--- config.mk ---
export PLATFORM = sky130hd
export DESIGN_NAME = seg7_scan_controller_flat
export DESIGN_NICKNAME = d
export VERILOG_FILES = /design/src/rtl/seg7_scan_if.sv /design/src/rtl/seg7_scan_controller.sv /design/src/flat_wrapper.sv
export SDC_FILE = /design/constraint.sdc
export NUM_CORES = 1
export LEC_CHECK = 0
export CAP_MARGIN = 20
export CORE_UTILIZATION = 40
export DETAILED_ROUTE_END_ITERATION = 10
export GPL_TIMING_DRIVEN = 0
export PLACE_DENSITY = 0.68
export SLEW_MARGIN = 5
export SYNTH_ARGS = -nofsm -noshare
export SYNTH_HDL_FRONTEND = slang
export SYNTH_SLANG_ARGS = --single-unit
--- constraint.sdc ---
create_clock -name clk -period 2.6 [get_ports clk]
set_input_delay 0.39 -clock clk [delete_from_list [all_inputs] [get_ports clk]]
set_output_delay 0.39 -clock clk [all_outputs]
set_load 0.02 [all_outputs]
--- src/rtl/seg7_scan_if.sv ---
// Display-side bundle of the 7-segment scan controller: load handshake in,
// multiplexed segment/anode drive and frame strobe out.
`timescale 1ns/1ps
interface seg7_scan_if #(
  parameter int DIGITS = 4
);
  logic                  load;
  logic [4*DIGITS-1:0]   data;
  logic [DIGITS-1:0]     dp_in;
  logic                  ready;
  logic [6:0]            seg;
  logic                  dp;
  logic [DIGITS-1:0]     an;
  logic                  frame_done;

  modport master (
    output load, data, dp_in,
    input  ready, seg, dp, an, frame_done
  );

  modport slave (
    input  load, data, dp_in,
    output ready, seg, dp, an, frame_done
  );
endinterface

--- src/rtl/seg7_scan_controller.sv ---
// Time-multiplexed 7-segment scanner with per-slot blanking and a shadow
// register that is committed only at frame boundaries.
//   state    | meaning
//   ST_OFF   | scan disabled or just reset, display blank
//   ST_BLANK | leading blank cycles of a slot, all anodes off
//   ST_SHOW  | current digit's anode on
`timescale 1ns/1ps
module seg7_scan_controller #(
  parameter int DIGITS    = 4,
  parameter int TICK_DIV  = 10000,
  parameter int BLANK_CYC = 400
) (
  input  logic         clk,
  input  logic         rst,
  input  logic         en_i,
  seg7_scan_if.slave   bus
);
  localparam int CW = $clog2(TICK_DIV);
  localparam int IW = $clog2(DIGITS);
  localparam logic [CW-1:0] CNT_LAST  = CW'(TICK_DIV - 1);
  localparam logic [CW-1:0] CNT_BLANK = CW'(BLANK_CYC);
  localparam logic [IW-1:0] IDX_LAST  = IW'(DIGITS - 1);

  typedef enum logic [1:0] {ST_OFF, ST_BLANK, ST_SHOW} state_t;

  state_t              state_q, state_d;
  logic [CW-1:0]       cnt_q;
  logic [IW-1:0]       idx_q;
  logic [4*DIGITS-1:0] active_q, shadow_q;
  logic [DIGITS-1:0]   active_dp_q, shadow_dp_q;
  logic                ready_q;
  logic [DIGITS-1:0]   an_q, an_d;
  logic [6:0]          seg_q, seg_d;
  logic                dp_q, dp_d;
  logic                fd_q, fd_d;
  logic [3:0]          nib;

  function automatic logic [6:0] decode(input logic [3:0] n);
    case (n)
      4'h0: decode = 7'h40;  4'h1: decode = 7'h79;
      4'h2: decode = 7'h24;  4'h3: decode = 7'h30;
      4'h4: decode = 7'h19;  4'h5: decode = 7'h12;
      4'h6: decode = 7'h02;  4'h7: decode = 7'h78;
      4'h8: decode = 7'h00;  4'h9: decode = 7'h10;
      4'hA: decode = 7'h08;  4'hB: decode = 7'h03;
      4'hC: decode = 7'h46;  4'hD: decode = 7'h21;
      4'hE: decode = 7'h06;  default: decode = 7'h0E;
    endcase
  endfunction

  // cnt_q/idx_q name the slot position that the next edge will display
  always_ff @(posedge clk or posedge rst) begin
    if (rst) begin
      state_q <= ST_OFF;
      an_q    <= '1;
      seg_q   <= 7'h7F;
      dp_q    <= 1'b1;
      fd_q    <= 1'b0;
    end else begin
      state_q <= state_d;
      an_q    <= an_d;
      seg_q   <= seg_d;
      dp_q    <= dp_d;
      fd_q    <= fd_d;
    end
  end

  always_comb begin
    state_d = ST_OFF;
    if (en_i) state_d = (cnt_q < CNT_BLANK) ? ST_BLANK : ST_SHOW;
  end

  always_comb begin
    an_d  = '1;
    seg_d = 7'h7F;
    dp_d  = 1'b1;
    nib   = active_q[{idx_q, 2'b00} +: 4];
    if (state_d == ST_SHOW) begin
      an_d[idx_q] = 1'b0;
      seg_d       = decode(nib);
      dp_d        = ~active_dp_q[idx_q];
    end
    // ST_OFF in state_q marks the first enabled edge, which is not a frame end
    fd_d = en_i && (state_q != ST_OFF) && (cnt_q == '0) && (idx_q == '0);
  end

  always_ff @(posedge clk or posedge rst) begin
    if (rst) begin
      cnt_q       <= '0;
      idx_q       <= '0;
      active_q    <= '0;
      active_dp_q <= '0;
      shadow_q    <= '0;
      shadow_dp_q <= '0;
      ready_q     <= 1'b1;
    end else begin
      if (!en_i) begin
        cnt_q <= '0;
        idx_q <= '0;
      end else if (cnt_q == CNT_LAST) begin
        cnt_q <= '0;
        idx_q <= (idx_q == IDX_LAST) ? '0 : idx_q + IW'(1);
      end else begin
        cnt_q <= cnt_q + CW'(1);
      end

      if (fd_q && !ready_q) begin
        active_q    <= shadow_q;
        active_dp_q <= shadow_dp_q;
        ready_q     <= 1'b1;
      end else if (bus.load && ready_q) begin
        shadow_q    <= bus.data;
        shadow_dp_q <= bus.dp_in;
        ready_q     <= 1'b0;
      end
    end
  end

  assign bus.an         = an_q;
  assign bus.seg        = seg_q;
  assign bus.dp         = dp_q;
  assign bus.frame_done = fd_q;
  assign bus.ready      = ready_q;
endmodule

--- src/flat_wrapper.sv ---
// flat-port wrapper written by rule: the top's interface ports become plain ports
module seg7_scan_controller_flat 
#(
  parameter int DIGITS    = 4,
  parameter int TICK_DIV  = 10000,
  parameter int BLANK_CYC = 400
)
  (clk, rst, en_i, bus_load, bus_data, bus_dp_in, bus_ready, bus_seg, bus_dp, bus_an, bus_frame_done);
  seg7_scan_if #(.DIGITS(DIGITS)) bus_i ();
  input  logic clk;
  input  logic rst;
  input  logic en_i;
  input wire logic [$bits(bus_i.load)-1:0] bus_load;
  input wire logic [$bits(bus_i.data)-1:0] bus_data;
  input wire logic [$bits(bus_i.dp_in)-1:0] bus_dp_in;
  output wire logic [$bits(bus_i.ready)-1:0] bus_ready;
  output wire logic [$bits(bus_i.seg)-1:0] bus_seg;
  output wire logic [$bits(bus_i.dp)-1:0] bus_dp;
  output wire logic [$bits(bus_i.an)-1:0] bus_an;
  output wire logic [$bits(bus_i.frame_done)-1:0] bus_frame_done;
  assign bus_i.load = bus_load;
  assign bus_i.data = bus_data;
  assign bus_i.dp_in = bus_dp_in;
  assign bus_ready = bus_i.ready;
  assign bus_seg = bus_i.seg;
  assign bus_dp = bus_i.dp;
  assign bus_an = bus_i.an;
  assign bus_frame_done = bus_i.frame_done;
  seg7_scan_controller #(.DIGITS(DIGITS), .TICK_DIV(TICK_DIV), .BLANK_CYC(BLANK_CYC)) u_core (.clk(clk), .rst(rst), .en_i(en_i), .bus(bus_i));
endmodule
After elaboration in Yosys (flattened, before gate mapping)
Memory sizes are Yosys's and may differ from the RTL's.
Cells that the tools add are included.
- register bits: 72
- ROM bits: 112
- input bits: 24
- output and inout bits: 14
- logic and storage cells: 54
- memories: 1
- memory list (memory ; depth ; width ; rd ports ; clocked after memory_dff ; write ports ; line ; source):
    (name not given) ; 16 ; 7 ; 1 ; 0 ; 0 ; seg7_scan_controller.sv:39 ; case (n)
- $add $sub $neg: 2
- order comparisons: 3
- equal/unequal tests: 4
- shift operators: 1
- multiplexer cells: 16
- bitwise gates (word level): 3
- reduce and logical (&&, ||, !) cells: 12
- operators by type and width (cell ; count):
    14-bit 2-to-1 mux ; 2
    16-bit by 5-bit indexed part select with 4-bit output ; 1
    14-bit by 1-bit adder with 14-bit output (second input constant) ; 1
    14-bit == test (second input constant) ; 1
    14-bit zero test ; 1
    14-bit by 9-bit < comparator with 1-bit output (second input constant) ; 1
    2-bit 2-to-1 mux ; 5
    7-bit 2-to-1 mux ; 1
    1-bit logical AND ; 6
    1-bit 2-to-1 mux ; 5
    2-bit == test (second input constant) ; 2
    4-bit 2-to-1 mux ; 1
    4-bit NOT ; 1
    2-bit nonzero test ; 2
    2-bit by 3-bit < comparator with 1-bit output (second input constant) ; 1
    2-bit by 1-bit adder with 2-bit output (second input constant) ; 1
    1-bit binary-select mux with 2-bit select ; 1
    1-bit demux with 2-bit select ; 1
    2-bit by 1-bit greater-or-equal comparator with 1-bit output (second input constant) ; 1
    2-bit zero test ; 1
    2-bit by 1-bit != test with 1-bit output (second input constant) ; 1
    1-bit NOT ; 2
    2-bit AND reduction ; 1
    1-bit zero test ; 1

Logic depth before layout (Yosys ltp)
- word-level depth: 6
- mapped depth: 7
- mapped depth without buffers: 6

Worst setup path before layout
OpenSTA, ideal clock, no wires.
- path kind: reg-to-reg
- from: register u_core.idx_q[0]
- to: register u_core.seg_q[1], in the netlist u_core.bus.seg[1]
- setup time: 0.095 ns
- arrival time: 1.722 ns
- path slack: 0.782 ns
- stages on the path, launching flop included: 7
- path buffers: 1
- clock period less this slack: 1.818 ns
- cells stage by stage: dfrtp_1 buf_4 mux4_2 inv_1 ha_1 o211ai_1 o211ai_1
- longest elaborated chain between the ends: 3
- ends and longest elaborated chain (element ; line ; source):
    start: declaration ; seg7_scan_controller.sv:28 ; logic [IW-1:0] idx_q;
    start signal: assignment ; seg7_scan_controller.sv:102 ; idx_q <= (idx_q == IDX_LAST) ? '0 : idx_q + IW'(1);
    16-bit by 5-bit indexed part select with 4-bit output ; seg7_scan_controller.sv:77 ; nib = active_q[{idx_q, 2'b00} +: 4];
    memory 16 x 7 bit ; n/a ;
    7-bit 2-to-1 mux ; seg7_scan_controller.sv:78 ; if (state_d == ST_SHOW) begin
    via u_core.seg_d[1] ; seg7_scan_controller.sv:33 ; logic [6:0] seg_q, seg_d;
    end signal: assignment ; seg7_scan_controller.sv:62 ; seg_q <= seg_d;
    end: declaration ; seg7_scan_controller.sv:33 ;
The timed path passes the listed nets, and every way through them passes these cells.
A chain may end at the register's enable or synchronous reset.

Worst setup path in the final report
- from: register u_core.idx_q[0]
- to: register u_core.seg_q[0], in the netlist u_core.bus.seg[0]
Same word-level chain as after synthesis.

==> flow_metrics.py <==
metrics = {
    "outcome": {
        "outcome": "complete, no violations",
    },
    "hold_path": {
        "type_of_the_most_critical_hold_path": "in -> async",
    },
    "synthesis": {
        "syn_nets": 291,
        "number_of_distinct_library_cell_variants_in_the_gate_level_netlist_after_synthesis": 39,
        "postSynthRegisterBits": 72,
        "synth_area_per_cell_sq_um": 12.9,
        "seq_area_frac_synth_pct": 55.2,
        "netlist_area_sq_um": 3290,
        "yosys_warnings": 0,
        "postSynthCellCount": 255,
    },
    "run": {
        "max_cap_violations": 0,
    },
    "clock_tree": {
        "clockBufferDepth": 2,
        "htree_num_levels": 3,
        "tritoncts.num_buffers": 9,
        "number_of_gates_given_a_new_drive_strength_after_cts": 0,
        "insertion_delay_ns": 0.34,
        "post-cts-setup-buffers": 0,
        "clk_pin_slew_ns": 0.08,
        "cts_hold_buf": 0,
        "tritoncts": "done",
        "clock_tree.root_cell": "clkbuf_8",
        "cts_sinks": 72,
    },
    "timing": {
        "hold_viol": 0,
        "rsz0062_at_grt": "false",
        "finClkSkew_ns": 0.00893,
        "worst_pin_slew_ns": 0.616,
        "timing.final.setup_violations": 0,
        "drv_slew": 0,
        "fmaxAchievable_mhz": 481,
        "period_share_pct": 79.9,
        "worst_rel_slew_slack_pct": 59.0,
        "hold_slack_final_ns": 0.296,
        "setup_tns_ns": 0,
        "layout_min_cycle_time_ns": 2.08,
    },
    "detailed_routing": {
        "route.detailed.drc": 0,
        "detailroute.via_count": 2064,
        "routed_wire_length_per_instance_um": 14.0,
        "antenna_left": 0,
        "wl_um": 5760,
        "drt-initial-drc-count": 127,
        "drt-pass1-iter-count": 4,
        "drt-vias-per-instance": 5.02,
    },
    "critical_path": {
        "crit_path_arrival_time_ns": 2.32,
        "timing.critical_path.fanout_max": 8,
        "critPathRequiredTime_ns": 2.84,
        "crit_path_end_kind": "flop",
        "r2r_slack_ns": 0.52,
        "reg2reg_from": "u_core.idx_q[0]",
        "start_kind": "flop",
        "setup.worst_path.class": "reg -> reg",
        "critical_path.startpoint": "u_core.idx_q[0]",
    },
    "final_layout": {
        "seq_area_sq_um": 1820,
        "syn2layout_area_growth_pct": 22.9,
        "finalNetCount": 340,
        "num_antenna_cells": 0,
        "final_layout_size_suffix_gt1_share_pct": 27.8,
        "fillers": 706,
        "post-route-cell-area_sq_um": 4050,
        "multi_input_area_sq_um": 1390,
        "commonest_non_fill_non_tap_cell_in_the_layout": "dfrtp_1",
        "layout.cells.most_common_list": "dfrtp_1 (59), mux2_2 (41), clkdlybuf4s50_1 (37), nor2_1 (17)",
        "layout.core_utilization_pct": 51.5,
    },
    "power": {
        "power_density_nw_per_um2": 882,
        "leakage_nw": 1.67,
        "comb_power_share_pct": 25.7,
        "power.clock.fraction_pct": 27.8,
        "peakVddDrop_uv": 544,
        "p_sw_share_pct": 29.0,
        "power.sequential.fraction_pct": 46.5,
        "power_mw": 3.57,
        "net-switching-power_mw": 1.03,
        "power.internal_mw": 2.54,
    },
    "die": {
        "die-height_um": 92.7,
        "fp.dieW_um": 92.7,
        "placeable_core_region_sq_um": 7850,
        "num_rows": 32,
        "start_util_pct": 41.9,
        "design.portCount": 38,
        "dieArea_sq_um": 8600,
    },
    "global_route": {
        "globalRouteMet1Util_pct": 22.0,
        "grt_antenna_before_repair": 0,
        "first_global_vias": 2038,
        "grt_first_pass_wirelength_um": 9980,
        "globalRoute.totalOverflow": 0,
        "grt_max_degree": 64,
        "met2_usage_pct": 22.0,
        "grt-busiest-layer": "met2",
        "gr-usage-met3_pct": 3.28,
        "grt_use_total_pct": 15.3,
    },
    "place": {
        "placed_area_sq_um": 3820,
        "port_buffers": 37,
        "dpl.hpwl_um": 4060,
        "gp_congestion": 0.803,
    },
}
==> kinds of logic after synthesis <==
family | synth area share [%]
compound gates | 3.76
buf+inv | 2.70
flops | 55.2
simple gates | 10.4
xor+xnor | 3.99
fa+ha+maj | 4.56
mux | 19.3
==> worst max-delay path, cell delays in order, from the launching register on <==
cell,delay [ns]
dfrtp_1,0.38
buf_4,0.21
mux4_2,0.61
inv_1,0.15
ha_1,0.25
nor2_1,0.07
o31ai_1,0.30
==> power by group through the flow <==
stage	Clock (mW)	Combinational [mW]	Sequential, mW
6_report	0.992	0.917	1.66
5_1_grt	1.07	1.01	1.71
4_1_cts	1.02	0.922	1.66
3_5_place_dp	0	0.919	1.69
3_3_place_gp	0	0.878	1.67
2_1_floorplan	0	0.731	1.62
==> cell type report <==
type	count	area share (%)
multi-input cells	162	34.2
clock inverters	7	2.51
flip-flops and latches	72	44.9
repair buffers	38	9.84
inverters	11	1.08
clock buffers	9	3.06
well taps	102	3.15
plain buffers	10	1.18
==> flip-flops by register name, summed over array words and instances, names as in the netlist <==
signal,count
u_core.state_q,2
u_core.idx_q,2
u_core.bus.frame_done,1
u_core.bus.an,4
u_core.cnt_q,14
u_core.shadow_q,16
u_core.bus.dp,1
u_core.shadow_dp_q,4
u_core.bus.seg,7
u_core.active_q,16
u_core.bus.ready,1
u_core.active_dp_q,4
==> worst paths after layout <==
path / end / cells past startpoint
worst max-delay path: u_core.bus.seg[0] / 6
worst min-delay path: u_core.cnt_q[3] / 2
worst max register to register: u_core.bus.seg[0] / 6
worst min register to register: u_core.bus.ready / 1
max in group asynchronous: u_core.bus.seg[1] / 3
min in group clk: u_core.bus.ready / 1
==> metrics by stage <==
step	setup WS [ns]	std cells
6_report	0.522	411
5_1_grt	0.359	411
4_1_cts	0.517	411
3_5_place_dp	0.535	395
3_3_place_gp	-0.753	394
2_1_floorplan	0.407	255
==> layer usage <==
metal	wire length (um)	up-vias
met5	0	-
met4	93	0
met3	176	8
met2	2610	42
met1	2880	1010
li1	-	1004
==> cells in the mapped netlist (all sizes together) <==
cell type / n / area (sq um)
or4: 1 / 7.51
or3: 2 / 12.5
a21oi: 2 / 10.0
nand4: 4 / 25.0
o41ai: 1 / 8.76
mux2: 41 / 462
buf: 7 / 36.3
xor2: 7 / 61.3
nand2: 14 / 55.1
nor4: 4 / 31.3
xnor2: 8 / 70.1
nor4b: 1 / 8.76
o221ai: 1 / 8.76
and3: 3 / 18.8
nor4bb: 1 / 10.0
o311ai: 2 / 17.5
nand3: 9 / 45.0
clkbuf: 3 / 11.3
dfstp: 13 / 342
o2111ai: 1 / 8.76
o21ai: 2 / 10.0
a21boi: 2 / 15.0
o21a: 1 / 7.51
nor2b: 2 / 12.5
and2: 3 / 18.8
mux2i: 4 / 40.0
nor2: 17 / 63.8
inv: 11 / 41.3
dfrtp: 59 / 1480
ha: 12 / 150
mux4: 6 / 135
nor3: 5 / 25.0
o31ai: 1 / 7.51
o211ai: 4 / 30.0
or3b: 1 / 8.76
(Power assumes the default switching activity.)
